**src/rtl/unit_combine_display.sv**
```systemverilog
// Result combiner (XOR / OR / scan / freeze) for NUM_UNITS compute units with a
// nibble-multiplexed 7-segment driver. Optional macro LEADING_BLANK_EN blanks leading zero nibbles.
module unit_combine_display #(
    parameter int unsigned NUM_UNITS    = 2,
    parameter int unsigned DATA_W       = 8,
    parameter int unsigned DWELL_CYCLES = 4,
    localparam int unsigned NIB         = DATA_W / 4,
    localparam int unsigned NIB_W       = (NIB > 1) ? $clog2(NIB) : 1,
    localparam int unsigned UNIT_W      = (NUM_UNITS > 1) ? $clog2(NUM_UNITS) : 1
) (
    input  logic                          clk,
    input  logic                          rst_n,
    input  logic                          ena,
    input  logic [NUM_UNITS*DATA_W-1:0]   unit_data,
    input  logic [NUM_UNITS-1:0]          unit_valid,
    input  logic [1:0]                    mode,
    output logic [DATA_W-1:0]             result,
    output logic [6:0]                    seg,
    output logic                          dp,
    output logic [NIB_W-1:0]              nib_idx,
    output logic [UNIT_W-1:0]             unit_idx
);

    localparam int unsigned CNT_W = (DWELL_CYCLES > 1) ? $clog2(DWELL_CYCLES) : 1;

    localparam logic [1:0] MODE_XOR    = 2'b00;
    localparam logic [1:0] MODE_OR     = 2'b01;
    localparam logic [1:0] MODE_SCAN   = 2'b10;
    localparam logic [1:0] MODE_FREEZE = 2'b11;

    logic [DATA_W-1:0] r_cap [NUM_UNITS];
    logic [DATA_W-1:0] r_result;
    logic [CNT_W-1:0]  r_cnt;
    logic [NIB_W-1:0]  r_nib;
    logic [UNIT_W-1:0] r_unit;
    logic [1:0]        r_mode_prev;

    logic              w_tick;
    logic              w_mode_chg;
    logic              w_nib_last;
    logic              w_unit_last;
    logic [CNT_W-1:0]  w_cnt_nxt;
    logic [NIB_W-1:0]  w_nib_nxt;
    logic [UNIT_W-1:0] w_unit_nxt;
    logic [DATA_W-1:0] w_xor;
    logic [DATA_W-1:0] w_or;
    logic [DATA_W-1:0] w_result_nxt;
    logic [3:0]        w_nib_val;
    logic              w_blank;

    function automatic logic [6:0] hex7(input logic [3:0] n);
        case (n)
            4'h0: hex7 = 7'h3F;  4'h1: hex7 = 7'h06;  4'h2: hex7 = 7'h5B;  4'h3: hex7 = 7'h4F;
            4'h4: hex7 = 7'h66;  4'h5: hex7 = 7'h6D;  4'h6: hex7 = 7'h7D;  4'h7: hex7 = 7'h07;
            4'h8: hex7 = 7'h7F;  4'h9: hex7 = 7'h6F;  4'hA: hex7 = 7'h77;  4'hB: hex7 = 7'h7C;
            4'hC: hex7 = 7'h39;  4'hD: hex7 = 7'h5E;  4'hE: hex7 = 7'h79;  default: hex7 = 7'h71;
        endcase
    endfunction

    // Dwell, nibble and scan-unit sequencing; a mode change restarts the display cycle.
    always_comb begin
        w_tick      = (r_cnt == CNT_W'(DWELL_CYCLES - 1));
        w_mode_chg  = (mode != r_mode_prev);
        w_nib_last  = (r_nib == NIB_W'(NIB - 1));
        w_unit_last = (r_unit == UNIT_W'(NUM_UNITS - 1));
        w_cnt_nxt   = w_tick ? '0 : r_cnt + CNT_W'(1);
        w_nib_nxt   = r_nib;
        w_unit_nxt  = r_unit;
        if (w_mode_chg) begin
            w_cnt_nxt = '0;
            w_nib_nxt = '0;
            if (mode == MODE_SCAN) w_unit_nxt = '0;
        end else if (w_tick) begin
            w_nib_nxt = w_nib_last ? '0 : r_nib + NIB_W'(1);
            if (mode == MODE_SCAN && w_nib_last)
                w_unit_nxt = w_unit_last ? '0 : r_unit + UNIT_W'(1);
        end
    end

    // Combine; scan follows the unit index being entered so a unit's value and its index switch together.
    always_comb begin
        w_xor = '0;
        w_or  = '0;
        for (int i = 0; i < NUM_UNITS; i++) begin
            w_xor ^= r_cap[i];
            w_or  |= r_cap[i];
        end
        case (mode)
            MODE_XOR:  w_result_nxt = w_xor;
            MODE_OR:   w_result_nxt = w_or;
            MODE_SCAN: w_result_nxt = r_cap[w_unit_nxt];
            default:   w_result_nxt = r_result;
        endcase
    end

    always_ff @(posedge clk or negedge rst_n) begin
        if (!rst_n) begin
            for (int i = 0; i < NUM_UNITS; i++) r_cap[i] <= '0;
            r_result    <= '0;
            r_cnt       <= '0;
            r_nib       <= '0;
            r_unit      <= '0;
            r_mode_prev <= MODE_XOR;
        end else if (ena) begin
            for (int i = 0; i < NUM_UNITS; i++)
                if (unit_valid[i]) r_cap[i] <= unit_data[i*DATA_W +: DATA_W];
            r_result    <= w_result_nxt;
            r_cnt       <= w_cnt_nxt;
            r_nib       <= w_nib_nxt;
            r_unit      <= w_unit_nxt;
            r_mode_prev <= mode;
        end
    end

    // Display decode from registered state only.
    always_comb begin
        w_nib_val = 4'(r_result >> {r_nib, 2'b00});
`ifdef LEADING_BLANK_EN
        w_blank = (r_nib != '0) && ((r_result >> {r_nib, 2'b00}) == '0);
`else
        w_blank = 1'b0;
`endif
    end

    assign seg      = w_blank ? 7'h00 : hex7(w_nib_val);
    assign dp       = (r_nib == NIB_W'(NIB - 1));
    assign result   = r_result;
    assign nib_idx  = r_nib;
    assign unit_idx = r_unit;

endmodule
```
**config.mk**
```make
export PLATFORM = sky130hd
export DESIGN_NAME = unit_combine_display
export DESIGN_NICKNAME = d
export VERILOG_FILES = /design/src/rtl/unit_combine_display.sv
export SDC_FILE = /design/constraint.sdc
export NUM_CORES = 1
export LEC_CHECK = 0
export ABC_AREA = 0
export CAP_MARGIN = 20
export CORE_UTILIZATION = 60
export DETAILED_ROUTE_END_ITERATION = 8
export DONT_BUFFER_PORTS = 1
export HOLD_SLACK_MARGIN = 0.1
export PLACE_DENSITY = 0.82
export SKIP_CTS_REPAIR_TIMING = 1
export SLEW_MARGIN = 20
export SYNTH_ARGS = -nofsm -noshare
export SYNTH_HDL_FRONTEND = slang
export SYNTH_SLANG_ARGS = --single-unit
```
**constraint.sdc**
```tcl
create_clock -name clk -period 2.4 [get_ports clk]
set_input_delay 0.24 -clock clk [delete_from_list [all_inputs] [get_ports clk]]
set_output_delay 0.24 -clock clk [all_outputs]
set_load 0.005 [all_outputs]
```
* Word-level counts from Yosys, hierarchy flattened
Memory sizes are Yosys's and may differ from the RTL's.
Cells that the tools add are included.
** Operators by class
- $add $sub $neg :: 3
- Multiply operators :: 0
- Div/mod/pow operators :: 0
- $lt $le $gt $ge :: 1
- Equality and inequality tests :: 4
- Shift operators :: 1
- Multiplexer cells :: 14
- Bitwise operators :: 3
- Reduce and logical (&&, ||, !) cells :: 8
** Operators by type and width (number)
- 8-bit two-way mux :: 3
- 8-bit case mux with 3 select lines :: 1
- 1-bit two-way mux :: 8
- 8-bit OR :: 1
- 2-bit AND reduction :: 4
- 8-bit by 3-bit >> shifter with 4-bit output :: 1
- 8-bit bitwise XOR :: 1
- 2-bit == test (second input constant) :: 2
- 2-bit two-way mux :: 2
- 3-bit nonzero test :: 1
- 1-bit adder (second input constant) :: 2
- 2-bit by 1-bit adder with 2-bit output (second input constant) :: 1
- 2-bit by 1-bit == test with 1-bit output (second input constant) :: 1
- 2-bit greater-or-equal comparator (second input constant) :: 1
- 2-bit zero test :: 1
- 2-bit inequality test :: 1
- 1-bit inverter with 2-bit output :: 1
- 2-bit nonzero test :: 1
- 1-bit logical AND :: 1
** Storage, ports and cells
- Flip-flop bits (word level) :: 30
- Latch bits :: 0
- Bits in writable memories :: 0
- Bits in read-only memories :: 112
- Input port bits :: 23
- Output and inout bits :: 18
- Logic and storage cells :: 42
- Memories :: 1
** Memory list
- (name not given) :: depth 16, bits a word 7, read ports 1, clocked after memory_dff 0, wr ports 0, line 52 : case (n)

* Logic depth before layout (Yosys ltp)
- Depth after elaboration :: 10
- Mapped depth :: 8
- Depth with buffers taken out :: 7

* Worst setup path after synthesis
OpenSTA, ideal clock, no wires.
- Path kind :: register to output
- From :: register r_nib, in the netlist dp
- To :: output seg[3]
- Arrival time :: 1.815 ns
- Data required time :: 2.160 ns
- Slack :: 0.345 ns
- Cell stages (with the launch flop) :: 7
- Cell sequence :: dfrtp_1 -> buf_6 -> mux2i_1 -> inv_1 -> ha_1 -> mux4_2 -> inv_1
** Between the ends
- Cells in the longest elaborated chain, start to end :: 2
** Ends and longest elaborated chain
- start: declaration :: line 34 : logic [NIB_W-1:0] r_nib;
- start signal: assignment :: line 109 : r_nib <= w_nib_nxt;
- 8-bit by 3-bit >> shifter with 4-bit output :: line 117 : w_nib_val = 4'(r_result >> {r_nib, 2'b00});
- memory read 16 x 7 bit
- end: declaration :: line 18 : output logic [6:0] seg,
No other way between the ends.

* Worst setup path after layout
Ends and elaborated chain as after synthesis.

==> results.sh <==
export IMPL_status="finished clean"
export IMPL_drive_gt1_share_pct=15.6
export IMPL_drtAntennaViolNets=0
export IMPL_drc=0
export IMPL_syn2layout_area_growth_pct=15.6
export IMPL_path_max_fanout=7
export IMPL_clock_path_buffers=2
export IMPL_synth_top_cells_by_area="dfrtp_1 (38%), ha_1 (12%), mux2_2 (11%), mux2i_1 (5.6%), inv_1 (4.9%)"
export IMPL_ys_warn_count=0
export IMPL_max_freq_ghz=0.445
export IMPL_powerDensity_nw_per_um2=635
export IMPL_synth_ff_type="dfrtp_1"
export IMPL_cts_clk_slew_worst_paths_ns=0.09
export IMPL_rows=20
export IMPL_cp_arrival_ns=2.01
export IMPL_grt_pass1_wl_mm=6.39
export IMPL_nNetsFinal=266
export IMPL_io_pin_count=41
export IMPL_ys_ff_latch=30
export IMPL_htreeDepth=2
export IMPL_startpoint="dp"
export IMPL_final_min_clock_period_ns=2.25
export IMPL_grt_ovfl_total=0
export IMPL_clkLatencyLatePin_ns=0.33
export IMPL_avgRoutedWirePerCell_um=15.7
export IMPL_drt_wl_total_mm=4.21
export IMPL_critPathKind="register to output pin"
export IMPL_die_h_um=59.4
export IMPL_ys_types=28
export IMPL_syn_nets=241
export IMPL_clock_sinks=30
export IMPL_coreArea_um2=3080
export IMPL_cts_buffers=5
export IMPL_grt_pass1_vias=1392
export IMPL_dieWidth_um=59.4
export IMPL_p_leak_nw=1.05
export IMPL_holdWs_ns=0.0963
export IMPL_grt_total_usage_pct=24.8
export IMPL_cts_tree="built"
export IMPL_fin_cells=268
export IMPL_finClkSkew_ns=0.00530
export IMPL_antenna_found_initial=0
export IMPL_synth_largest_area_cell="dfrtp_1"
export IMPL_firstDrtPassIters=4
export IMPL_n_antenna_cell=0
export IMPL_timing_rr_start="r_cnt[0]"
export IMPL_mappedNetlistArea_um2=1980
export IMPL_min_from="ena"
export IMPL_hold_viol_final=0
export IMPL_design_die_area_um2=3530
export IMPL_synth_top_area_share_pct=38.0
export IMPL_numPlacedInstances=240
export IMPL_worstMarginPinSlew_ns=0.573
export IMPL_setup_tns_ns=0
export IMPL_async_flop_share_pct=100
export IMPL_stdcell_area_um2=2280
export IMPL_post_route_period_util_pct=93.7
export IMPL_fillers=233
export IMPL_cp_end_kind="output pin"
export IMPL_drv_cap=0
export IMPL_grt_max_degree=31
export IMPL_via_count=1537
export IMPL_slew_headroom_pct=61.8
export IMPL_synth_most_common_cell="dfrtp_1"
export IMPL_netlist_top_cells_count="dfrtp_1 (30), inv_1 (26), mux2_2 (20), ha_1 (19), nand2_1 (18)"
export IMPL_port_buffers=0
export IMPL_postSynthCellCount=199
export IMPL_synth_edff_count=0
export IMPL_final_setup_viol_count=0
export IMPL_root_buffer="clkbuf_4"
export IMPL_initial_core_util_pct=64.2
export IMPL_rsz0062_at_grt="no"
export IMPL_synth_seq_area_share_pct=38.0
export IMPL_total_power_mw=1.45
export IMPL_post_dp_hpwl_mm=2.92
export IMPL_placed_cell_area_um2=2020
export IMPL_report_final_slew_viol_count=0
export IMPL_reg2reg_slack_ns=0.64
export IMPL_drt_iter0_drc=68
export IMPL_cp_required_ns=2.16
export IMPL_postSynthAreaPerCell_um2=9.93
export IMPL_globalplace_congestion=0.816
export IMPL_viasPerCell=5.74
export IMPL_cp_start_kind="register"
export IMPL_ir_drop_uv=356
export IMPL_min_path_type="input port to register"
stage by stage:
step	utilization, %	worst slack, ns
2_1_floorplan	-	0.345
3_3_place_gp	65.5	0.534
3_5_place_dp	65.5	0.460
4_1_cts	67.0	0.0988
5_1_grt	74.2	0.0435
6_report	74.2	0.151
power by group:
part | internal, mW | total [mW] | switching [mW]
Sequential | 0.587 | 0.671 | 0.0833
Clock | 0.110 | 0.273 | 0.163
Combinational | 0.234 | 0.506 | 0.273
metal layers:
| metal | part of all wire [%] | vias to the layer above | track usage [%] |
|---|---|---|---|
| met4 | 1.4 | 0 | 11.2 |
| met3 | 6.1 | 10 | 8.08 |
| met2 | 49 | 40 | 41.1 |
| li1 | - | 737 | - |
| met5 | 0 | - | 0 |
| met1 | 43 | 750 | 29.3 |
critical path: stages, from the launching register on:
cell and delay, ns:
dfrtp_2 0.48, mux2i_1 0.16, buf_4 0.17, ha_1 0.30, inv_1 0.04, mux4_2 0.44
inv_1 0.08
cells by family (layout without fill, tap and decap cells):
group,count (synthesis),count (layout),synth area share (%)
AOI/OAI and AO/OA,42,42,12.9
xor gates and xnor gates,3,3,1.71
adders and majority gates,19,19,12.0
buffers and inverters,32,57,6.78
DFF,30,30,38.0
muxes,33,33,18.8
and+or+nand+nor,40,40,9.82
flip-flops by register name, summed over array words and instances, names as in the netlist:
signal / count
dp: 1
unit_idx: 1
r_cap: 16
r_cnt: 2
r_mode_prev: 2
result: 8
placed cells by master, fill, tap and decap left out:
cell	instances
nor3b_1	1
buf_12	1
mux2_2	20
buf_4	3
a211oi_1	1
nand2b_1	2
nor2_8	1
nand3_4	1
mux2i_2	1
o21ai_0	12
mux4_2	1
ha_1	19
o221ai_1	8
a21oi_1	17
xnor2_1	2
inv_1	26
nand3_1	2
xor2_2	1
nand2_1	18
nand4_1	1
dfrtp_2	1
a22oi_1	1
clkbuf_1	2
dlygate4sd3_1	20
mux2i_1	11
clkbuf_4	5
dfrtp_1	29
nor2_1	14
o31ai_1	2
a22o_1	1
final cells by class:
cell class | instances | area [um^2] | area share [%]
flip-flops and latches | 30 | 752 | 32.9
clock buffers | 7 | 45.0 | 1.97
inverters | 26 | 97.6 | 4.27
well taps | 44 | 55.1 | 2.41
multi-input cells | 137 | 1090 | 47.8
repair buffers | 24 | 243 | 10.6
path summary, 6_finish.rpt:
path                                  end  cells past startpoint
min in group asynchronous        unit_idx                      2
worst min-delay path             r_cnt[0]                      2
worst max-delay path               seg[3]                      6
worst min register to register   r_cnt[0]                      1
max in group asynchronous              dp                      2
worst max register to register  result[7]                      6
No activity file was read; power rests on OpenSTA's default activity.
